$ cat src/rtl/serial_to_parallel_lane_if.sv
// Serial lane bundle: bit stream into the deserializer, recovered bytes and lock status out.
interface serial_to_parallel_lane_if;
    logic       data_in;
    logic [7:0] data_stripe;
    logic       valid_stripe;
    logic       active;

    modport master (
        output data_in,
        input  data_stripe,
        input  valid_stripe,
        input  active
    );

    modport slave (
        input  data_in,
        output data_stripe,
        output valid_stripe,
        output active
    );
endinterface

$ cat src/rtl/serial_to_parallel_lane.sv
// Per-lane deserializer: finds byte alignment with COM characters, then emits one byte per 8 bit times.
module serial_to_parallel_lane #(
    parameter logic [7:0]  COM      = 8'hBC,
    parameter int unsigned BC_COUNT = 4
) (
    input  logic                         clk_8f,
    input  logic                         reset,
    serial_to_parallel_lane_if.slave     lane
);

    typedef enum logic [1:0] {
        SEARCH,
        LOCKING,
        ACTIVE
    } state_e;

    localparam logic [3:0] BC_TARGET = 4'(BC_COUNT);

    state_e     state_q, state_d;
    // Only the seven most recent bits are stored; the eighth is data_in itself.
    logic [6:0] shift_q, shift_d;
    logic [2:0] bit_cnt_q, bit_cnt_d;
    logic [3:0] bc_cnt_q, bc_cnt_d;
    logic [7:0] data_stripe_q, data_stripe_d;
    logic       valid_stripe_q, valid_stripe_d;
    logic       active_q, active_d;

    logic [7:0] w;
    logic [3:0] bc_next;

    always_comb begin
        w              = {shift_q, lane.data_in};
        bc_next        = bc_cnt_q + 4'd1;
        shift_d        = w[6:0];
        bit_cnt_d      = bit_cnt_q + 3'd1;
        bc_cnt_d       = bc_cnt_q;
        state_d        = state_q;
        data_stripe_d  = data_stripe_q;
        valid_stripe_d = valid_stripe_q;
        active_d       = active_q;

        case (state_q)
            SEARCH: begin
                if (w == COM) begin
                    bit_cnt_d = '0;
                    bc_cnt_d  = 4'd1;
                    state_d   = LOCKING;
                end
            end
            LOCKING: begin
                if (bit_cnt_q == 3'd7) begin
                    if (w == COM) begin
                        bc_cnt_d = bc_next;
                        if (bc_next == BC_TARGET) begin
                            state_d  = ACTIVE;
                            active_d = 1'b1;
                        end
                    end else begin
                        bc_cnt_d = '0;
                        state_d  = SEARCH;
                    end
                end
            end
            ACTIVE: begin
                if (bit_cnt_q == 3'd7) begin
                    data_stripe_d  = w;
                    valid_stripe_d = (w != COM);
                end
            end
            default: state_d = SEARCH;
        endcase
    end

    always_ff @(posedge clk_8f or posedge reset) begin
        if (reset) begin
            state_q        <= SEARCH;
            shift_q        <= '0;
            bit_cnt_q      <= '0;
            bc_cnt_q       <= '0;
            data_stripe_q  <= '0;
            valid_stripe_q <= 1'b0;
            active_q       <= 1'b0;
        end else begin
            state_q        <= state_d;
            shift_q        <= shift_d;
            bit_cnt_q      <= bit_cnt_d;
            bc_cnt_q       <= bc_cnt_d;
            data_stripe_q  <= data_stripe_d;
            valid_stripe_q <= valid_stripe_d;
            active_q       <= active_d;
        end
    end

    assign lane.data_stripe  = data_stripe_q;
    assign lane.valid_stripe = valid_stripe_q;
    assign lane.active       = active_q;

endmodule

$ cat src/flat_wrapper.sv
// flat-port wrapper written by rule: the top's interface ports become plain ports
module serial_to_parallel_lane_flat 
#(
    parameter logic [7:0]  COM      = 8'hBC,
    parameter int unsigned BC_COUNT = 4
)
  (clk_8f, reset, lane_data_in, lane_data_stripe, lane_valid_stripe, lane_active);
  serial_to_parallel_lane_if lane_i ();
  input  logic clk_8f;
  input  logic reset;
  input wire logic [$bits(lane_i.data_in)-1:0] lane_data_in;
  output wire logic [$bits(lane_i.data_stripe)-1:0] lane_data_stripe;
  output wire logic [$bits(lane_i.valid_stripe)-1:0] lane_valid_stripe;
  output wire logic [$bits(lane_i.active)-1:0] lane_active;
  assign lane_i.data_in = lane_data_in;
  assign lane_data_stripe = lane_i.data_stripe;
  assign lane_valid_stripe = lane_i.valid_stripe;
  assign lane_active = lane_i.active;
  serial_to_parallel_lane #(.COM(COM), .BC_COUNT(BC_COUNT)) u_core (.clk_8f(clk_8f), .reset(reset), .lane(lane_i));
endmodule
$ cat config.mk
export PLATFORM = sky130hd
export DESIGN_NAME = serial_to_parallel_lane_flat
export DESIGN_NICKNAME = d
export VERILOG_FILES = /design/src/rtl/serial_to_parallel_lane_if.sv /design/src/rtl/serial_to_parallel_lane.sv /design/src/flat_wrapper.sv
export SDC_FILE = /design/constraint.sdc
export NUM_CORES = 1
export LEC_CHECK = 0
export ABC_AREA = 0
export ABC_CLOCK_PERIOD_IN_PS = 3100
export CAP_MARGIN = 15
export CORE_UTILIZATION = 41
export DETAILED_ROUTE_END_ITERATION = 16
export HOLD_SLACK_MARGIN = 0.08
export SLEW_MARGIN = 15
export SYNTH_ARGS = -nofsm -noshare
export SYNTH_HDL_FRONTEND = slang
export SYNTH_SLANG_ARGS = --single-unit
$ cat constraint.sdc
create_clock -name clk_8f -period 3.1 [get_ports clk_8f]
set_input_delay 0.62 -clock clk_8f [delete_from_list [all_inputs] [get_ports clk_8f]]
set_output_delay 0.62 -clock clk_8f [all_outputs]
set_load 0.005 [all_outputs]
# Yosys cells after proc, flatten, opt, wreduce, memory -nomap -nowiden
# Index checks and enable logic that the tools add are counted.
# Widths: inputs -> output; s select.
[op_classes] n_mux=11 n_reduce_logical=6 n_div=0 n_addsub=2 n_shift=0 bitwise=1 n_eq_ne=9 order_cmp=0 n_mul=0
[ops] op="$mux 4" n=3
[ops] op="$eq 8x8->1 const B" n=1
[ops] op="$mux 2" n=4
[ops] op="$ne 8x8->1 const B" n=1
[ops] op="$pmux 4 s2" n=1
[ops] op="$reduce_and 4->1" n=2
[ops] op="$mux 3" n=2
[ops] op="$pmux 2 s3" n=1
[ops] op="$add 4x1->4 const B" n=1
[ops] op="$eq 4x3->1 const B" n=1
[ops] op="$ne 2x1->1 const B" n=2
[ops] op="$add 3x1->3 const B" n=1
[ops] op="$eq 3x3->1 const B" n=1
[ops] op="$ne 3x3->1 const B" n=1
[ops] op="$reduce_and 3->1" n=1
[ops] op="$eq 2x1->1 const B" n=1
[ops] op="$eq 2x2->1 const B" n=1
[ops] op="$logic_not 2->1" n=1
[ops] op="$reduce_and 2->1" n=1
[ops] op="$reduce_bool 2->1" n=1
[ops] op="$not 1->1" n=1
[totals] latch_bits=0 ramBits=0 mem_bits_ro=0 out_inout_bits=10 mem_count=0 ff_bits=26 wordCells=36 in_bits=3

# Logic depth before layout (Yosys ltp)
# Gate-level depths: netlist of the first run.
[logic_depth] word_depth=6 mapped_depth=6

# Worst setup path after synthesis of the first run
# No wires, ideal clock.
[synth_timing] kind="flip-flop to flip-flop" from="register u_core.bit_cnt_q[0]" to="register u_core.data_stripe_q[0], in the netlist u_core.lane.data_stripe[0]" path_buffers=1 path_stages_with_launch=6 arrival_ps=1365 setup_ps=125 period_less_slack_ps=1490 setup_slack_ps=1610 path_cell_list="dfrtp_1 > ha_1 > ha_1 > nand3b_1 > buf_6 > mux2_4"
[synth_between] elab_chain_cells=2
[synth_lines] element="start: declaration" line="serial_to_parallel_lane.sv:22" source="logic [2:0] bit_cnt_q, bit_cnt_d;"
[synth_lines] element="start signal: assignment" line="serial_to_parallel_lane.sv:86" source="bit_cnt_q <= bit_cnt_d;"
[synth_lines] element="$eq 3x3->1" line="serial_to_parallel_lane.sv:65" source="if (bit_cnt_q == 3'd7) begin"
[synth_lines] element="$reduce_and 2->1 (no source line)"
[synth_lines] element="end signal: assignment" line="serial_to_parallel_lane.sv:88" source="data_stripe_q <= data_stripe_d;"
[synth_lines] element="end: declaration" line="serial_to_parallel_lane.sv:24" source="logic [7:0] data_stripe_q, data_stripe_d;"
# No other way between the ends.
# A chain may end at the register's enable or synchronous reset.

# Worst setup path in the final report of the first run
[layout_timing] from="register u_core.bit_cnt_q[0]" to="register u_core.data_stripe_q[2], in the netlist u_core.lane.data_stripe[2]"
# Same word-level chain as after synthesis.

==> results of run 1 <==
worst max-delay path, cell delays in order (launching register included):
cell,delay (ps)
dfrtp_1,380
ha_1,160
ha_1,320
nand3b_1,510
mux2_4,460
state kept, by name (all words and copies together), names as in the netlist:
signal / count
u_core.lane.data_stripe: 8
u_core.state_q: 2
u_core.bit_cnt_q: 3
u_core.bc_cnt_q: 4
u_core.lane.active: 1
u_core.shift_q: 7
u_core.lane.valid_stripe: 1
metal layers:
| metal | wire length, um | vias to the layer above | global-route usage, % |
|---|---|---|---|
| met4 | 40 | 0 | 6.43 |
| met3 | 72 | 5 | 4.19 |
| met5 | 0 | - | 0 |
| met2 | 880 | 18 | 20.7 |
| li1 | - | 350 | - |
| met1 | 917 | 328 | 19.4 |
through the flow:
| stage | cells | utilization [%] |
|---|---|---|
| 2_1_floorplan | 89 | - |
| 3_3_place_gp | 129 | 48.1 |
| 3_5_place_dp | 129 | 48.1 |
| 4_1_cts | 133 | 50.0 |
| 5_1_grt | 133 | 50.0 |
| 6_report | 133 | 50.0 |
cells by family (layout without fill, tap and decap cells):
logic type | count (synthesis) | in the layout
adder cells (fa/ha/maj) | 4 | 4
buffers and inverters | 7 | 20
AND/OR/NAND/NOR | 27 | 27
AO/OA/AOI/OAI | 16 | 16
flip-flops | 26 | 26
XOR/XNOR | 1 | 1
multiplexers | 8 | 8
cells in the mapped netlist, types with 2 or more instances:
cell type and n:
nand2_1 4, nand3b_1 2, o21ai_0 5, nand4_1 3
nor2_1 2, dfrtp_1 26, nand3_1 3, a21oi_1 3
mux2_4 8, inv_1 4, ha_1 4, nor2b_1 4
layout make-up:
class | instances | area share [%]
clock buffers | 3 | 1.65
clock inverters | 1 | 2.20
inverters | 4 | 1.10
multi-input cells | 56 | 35.9
flip-flops and latches | 26 | 47.6
well taps | 31 | 2.84
repair buffers | 12 | 8.78
power by group through the flow:
stage / logic, uW / registers [uW] / clock network (uW)
floorplan: 16.4 / 363 / 0
global placement: 33.1 / 363 / 0
detailed placement: 33.2 / 364 / 0
CTS: 33.4 / 357 / 241
global route: 35.4 / 359 / 253
finish: 32.4 / 357 / 229
final timing paths:
kind / to / slack [ps] / depth (start not counted)
max in group asynchronous: u_core.shift_q[2] / 1700 / 2
min reg2reg: u_core.shift_q[6] / 430 / 0
max: u_core.lane.data_stripe[2] / 1160 / 4
min in group asynchronous: u_core.bc_cnt_q[1] / 800 / 2
min: u_core.shift_q[6] / 430 / 0
max reg2reg: u_core.lane.data_stripe[2] / 1160 / 4
==> summary.md, run 1 <==
| Metric | Value |
|---|---|
| Setup Skew | `9.89 ps` |
| Final Worst Setup Slack | `roughly 1200 ps` |
| Clock power frac | `37.1%` |
| Power share of the sequential group | `57.7%` |
| Layout cells sized above 1 | `17.6%` |
| Area delta synth->final | `15.9%` |
| Most frequent cells in the layout | `dfrtp_1, clkdlybuf4s50_1, mux2_4` |
| Crit-path max FO | `10` |
| Pre-CTS setup slack | `1130 ps` |
| Yosys warnings | `0` |
| Worst endpoint required time | `3310 ps` |
| Port bufs | `12` |
| RSZ-0062 raised after global routing | `false` |
| Mean Syn Cell Area | `13.3 um^2` |
| Post-synth EDFFs | `0` |
| Num CTS Buffers | `3` |
| DR iter-0 viols | `22` |
| Vias in the first global route | `702` |
| CP Capture Type | `register` |
| CP Data Arrival Time | `2160 ps` |
| Yosys top cell by area | `dfrtp_1` |
| H-tree depth | `1` |
| DR WL/cell | `about 14 um` |
| Hpwl dp | `1330 um` |
| Hold_buf cts | `0` |
| Cell Area, Placed | `1320 um^2` |
| Largest net degree at the start of global routing | `27` |
| Rel. slew slack | `34.9%` |
| CTS tree | `built` |
| Switching share of power | `between 10% and 20%` |
| Core Rows | `19` |
| Slew Viols, Final | `0` |
| Largest family of logic cells by synthesized area | `simple AND/OR/NAND/NOR gates` |
| DIE WIDTH | `between 50 and 60 um` |
| Antenna violations before repair | `0` |
| Syn_nets | `96` |
| Netlist cell types | `33` |
| Height of the chip | `55.6 um` |
| Grt ovf | `0` |
| # clock sinks | `26` |
| VDD IR-drop max | `between 500 and 600 uV` |
| Worst Setup Path Type | `reg2reg` |
| Critical Path Start | `u_core.bit_cnt_q[0]` |
| Adder-cell share of the synthesized area | `under 10%` |
| Post-synthesis compound-gate area fraction | `just under 9%` |
| Core footprint | `2730 um^2` |
| Fmax achieved | `approximately 0.51 GHz` |
| Internal cell power | `501 uW` |
| Hold Crit Start | `u_core.shift_q[5]` |
| Least-Margin Pin Slew | `976 ps` |
| GR Util All Layers | `14.1%` |
| CP Launch Type | `register` |
| Fin crit period | `about 2000 ps` |
| DRT antenna net count | `0` |
| Final Hold Viols | `0` |
| Mux share of post-synthesis cell area | `between 10% and 20%` |
| Syn Std Cell Area | `1180 um^2` |
| CTS resizes | `0` |
| Global-route wire length before repair | `approximately 3400 um` |
| Combinational Power Share | `under 10%` |
| #FFs+latches synth | `26` |
| Final period utilization | `62.7%` |
| N_diodes | `0` |
| Post-route DRC | `0` |
| Setup TNS | `0 ps` |
| Die footprint | `3100 um^2` |
| Power per standard cell area | `453 nW/um^2` |
| Commonest non-fill, non-tap cell in the layout | `dfrtp_1` |
| Synth top area share | `between 50% and 60%` |
| Post-CTS Setup Bufs | `0` |
| Sequential fraction of the synthesis area | `55.1%` |
| Total power | `619 uW` |
| Vias per inst | `5.27` |
| Top cells by area, synth | `dfrtp_1, mux2_4, ha_1` |
| Routed Wire Length | `between 1500 and 2000 um` |
| Max Cap Viol | `0` |
| Post-synthesis simple-gate area fraction | `17.6%` |
| Final setup vio count | `0` |
| Storage element area | `651 um^2` |
| Root buffer cell | `clkbuf_4` |
| Worst hold margin | `roughly 430 ps` |
| Maximum clock path buffer count | `2` |
| Multi-input logic area | `490 um^2` |
| Fin nets | `110` |
| Hold WC Path Type | `reg2reg` |
| Pre-Repair DR Iteration Count | `4` |
| Via count | `approximately 700` |
| Run status | `finished clean` |
| Reg2reg start | `u_core.bit_cnt_q[0]` |
| Cells after Synth | `89` |
| Asr flop ratio synth | `100%` |
| CTS clk-pin slew, worst paths | `140 ps` |
| Pleak | `0.000581 uW` |
| Net Sw Power | `118 uW` |
| Final GP Congestion | `0.734` |
| I/O pins | `13` |
| Initial Utilization | `43.2%` |
| Most used DFF post-synth | `dfrtp_1` |
| # fillers | `235` |
| Skew-Pair Late Insertion Delay | `320 ps` |
| Area share of xor/xnor cells in the synthesized design | `0.742%` |
| Post-route cell area | `1370 um^2` |
(Power assumes the default switching activity.)
==> run 2, diff against run 1 <==
--- a/config.mk
+++ b/config.mk
@@ -6,7 +6,7 @@
 export NUM_CORES = 1
 export LEC_CHECK = 0
 export ABC_AREA = 0
-export ABC_CLOCK_PERIOD_IN_PS = 3100
+export ABC_CLOCK_PERIOD_IN_PS = 1900
 export CAP_MARGIN = 15
 export CORE_UTILIZATION = 41
 export DETAILED_ROUTE_END_ITERATION = 16
==> constraint.sdc (replaced) <==
create_clock -name clk_8f -period 1.9 [get_ports clk_8f]
set_input_delay 0.38 -clock clk_8f [delete_from_list [all_inputs] [get_ports clk_8f]]
set_output_delay 0.38 -clock clk_8f [all_outputs]
set_load 0.005 [all_outputs]
==> run 2 against run 1 <==
  * Cell area up 2.2%
  * Final cell count up 3.0%
  * Global-route usage up 0.83 points
  * Clock-buffer cell count unchanged
  * Worst hold slack worse by 32 ps
  * Combinational power up 69%
  * Critical path type is now reg2out
  * Critical endpoint is now lane_data_stripe[2]
  * Largest cell class unchanged
  * Largest power group unchanged
  * Highest routed layer unchanged
==> summary.md, run 2 (synthesis results as in run 1) <==
| Metric | Value |
|---|---|
| RSZ-0062 raised after global routing | `false` |
| Total power | `1020 uW (+65%)` |
| # clock sinks | `26 (unchanged)` |
| Root buffer cell | `clkbuf_4` |
| Post-CTS Setup Bufs | `0 (unchanged)` |
| Hold WC Path Type | `in2async` |
| Fin nets | `114 (+3.6%)` |
| Run status | `finished clean` |
| Worst Setup Path Type | `reg2out` |
| Port bufs | `12 (unchanged)` |
| Height of the chip | `55.6 um (unchanged)` |
| CP Launch Type | `register` |
| DIE WIDTH | `55.6 um (unchanged)` |
| CTS resizes | `0 (unchanged)` |
| Vias per inst | `5.47 (+3.9%)` |
| Routed Wire Length | `2060 um (+7.8%)` |
| Hold_buf cts | `0 (unchanged)` |
| Max FFs per register | `8 (unchanged)` |
| Maximum clock path buffer count | `2 (unchanged)` |
| I/O pins | `13 (unchanged)` |
| Crit-path max FO | `2 (-8)` |
| Final Non-Filler Cells | `137 (+3.0%)` |
| Setup TNS | `0 ps (unchanged)` |
| Die footprint | `3100 um^2 (unchanged)` |
| Critical Path Max Stage Delay | `510 ps (about the same)` |
| Grt ovf | `0 (unchanged)` |
| Global-route wire length before repair | `3510 um (+3.9%)` |
| Power per standard cell area | `729 nW/um^2 (+61%)` |
| Crit path max-delay cell type | `clkdlybuf4s50_1` |
| N_diodes | `0 (unchanged)` |
| CTS tree | `built` |
| Largest net degree at the start of global routing | `27 (unchanged)` |
| Most frequent cells in the layout | `dfrtp_1, clkdlybuf4s50_1, mux2_4` |
| Final Hold Viols | `0 (unchanged)` |
| Area delta synth->final | `18.5%` |
| DRT antenna net count | `0 (unchanged)` |
| Max Cap Viol | `0 (unchanged)` |
| VDD IR-drop max | `986 uV (+97%)` |
| Worst endpoint required time | `1520 ps (-1790 ps)` |
| CP Capture Type | `output port` |
| Vias in the first global route | `772 (+10%)` |
| Num CTS Buffers | `3 (unchanged)` |
| Layout cells sized above 1 | `20.8% (+3.1 points)` |
| Fin crit period | `1610 ps` |
| CP Buf/Inv Count | `1 (+1)` |
| Final period utilization | `84.7%` |
| CP delay by family, top | `buffers and inverters` |
| DR WL/cell | `15.0 um (+4.7%)` |
| Least-Margin Pin Slew | `413 ps (-563 ps)` |
| Skew-Pair Late Insertion Delay | `320 ps (about the same)` |
| Commonest non-fill, non-tap cell in the layout | `dfrtp_1` |
| GR Util All Layers | `15.0% (+0.83 points)` |
| Core footprint | `2730 um^2 (unchanged)` |
| Hpwl dp | `1440 um (+8.9%)` |
| Cell chain of the critical path | `clkdlybuf4s50_1` |
| Final GP Congestion | `0.744 (+1.3%)` |
| Pleak | `0.000600 uW (+3.2%)` |
| CP Data Arrival Time | `1230 ps (-930 ps)` |
| # fillers | `247 (+5.1%)` |
| H-tree depth | `1 (unchanged)` |
| Antenna violations before repair | `0 (unchanged)` |
| Placed cells | `133 (+3.1%)` |
| Via count | `750 (+7.0%)` |
| Pre-Repair DR Iteration Count | `4 (unchanged)` |
| Setup Skew | `1.72 ps (-8.16 ps)` |
| Final setup vio count | `0 (unchanged)` |
| Rel. slew slack | `72.4% (+38 points)` |
| DR iter-0 viols | `11 (-50%)` |
| CTS clk-pin slew, worst paths | `140 ps (about the same)` |
| Core Rows | `19 (unchanged)` |
| Post-route DRC | `0 (unchanged)` |
| Initial Utilization | `43.2% (unchanged)` |
| Fmax achieved | `0.622 GHz` |
| Slew Viols, Final | `0 (unchanged)` |
[run 2: cell count changes in the layout (fill, tap and decap cells not counted), sizes merged]
cell | previous run | this run
buf | 0 | 4
[run 2: tightest hold or removal path: stages]
cell	delay, ps
clkdlybuf4s50_1	400
inv_1	60
buf_4	310
[run 2: routing by layer]
metal / track usage, % / wire length [um] / up-vias
li1: - / - / 353
met1: 19.0 / 961 / 385
met2: 25.1 / 1020 / 10
met3: 4.88 / 50 / 2
met4: 3.21 / 22 / 0
met5: 0 / 0 / -
[run 2: layout make-up]
type                       count  area, um^2  area share (%)
clock buffer                   3        22.5            1.61
clock inverter                 1        30.0            2.15
inverter                       4        15.0            1.07
multi-input combinational     56         490            35.1
sequential                    26         651            46.6
tap                           31        38.8            2.78
timing repair buffer          16         150            10.7
[run 2: path summary, 6_finish.rpt]
path / start / end / cells after the start / slack (ps)
worst min register to register: u_core.shift_q[0] / u_core.shift_q[1] / 0 / 430
worst min-delay path: reset / u_core.lane.data_stripe[1] / 3 / 400
worst max register to register: u_core.bit_cnt_q[0] / u_core.lane.data_stripe[0] / 5 / 300
min in group clk_8f: u_core.shift_q[0] / u_core.shift_q[1] / 0 / 430
worst max-delay path: u_core.lane.data_stripe[2] / lane_data_stripe[2] / 1 / 290
max in group asynchronous: reset / u_core.lane.data_stripe[6] / 3 / 1250
[run 2: where the power goes]
part	internal (uW)	switching [uW]
clock	213	168
sequential	570	13.5
combinational	35.1	19.5
total	818	201
[run 2: per-stage QoR]
| stage | hold slack, ps | setup WS, ps | area, um^2 | utilization, % |
|---|---|---|---|---|
| CTS | 420 | 284 | 1400 | 51.1 |
| global placement | 409 | 190 | 1350 | 49.2 |
| finish | 402 | 291 | 1400 | 51.1 |
| detailed placement | 401 | 180 | 1350 | 49.2 |
| global route | 430 | 236 | 1400 | 51.1 |
| floorplan | 375 | 410 | 1180 | - |
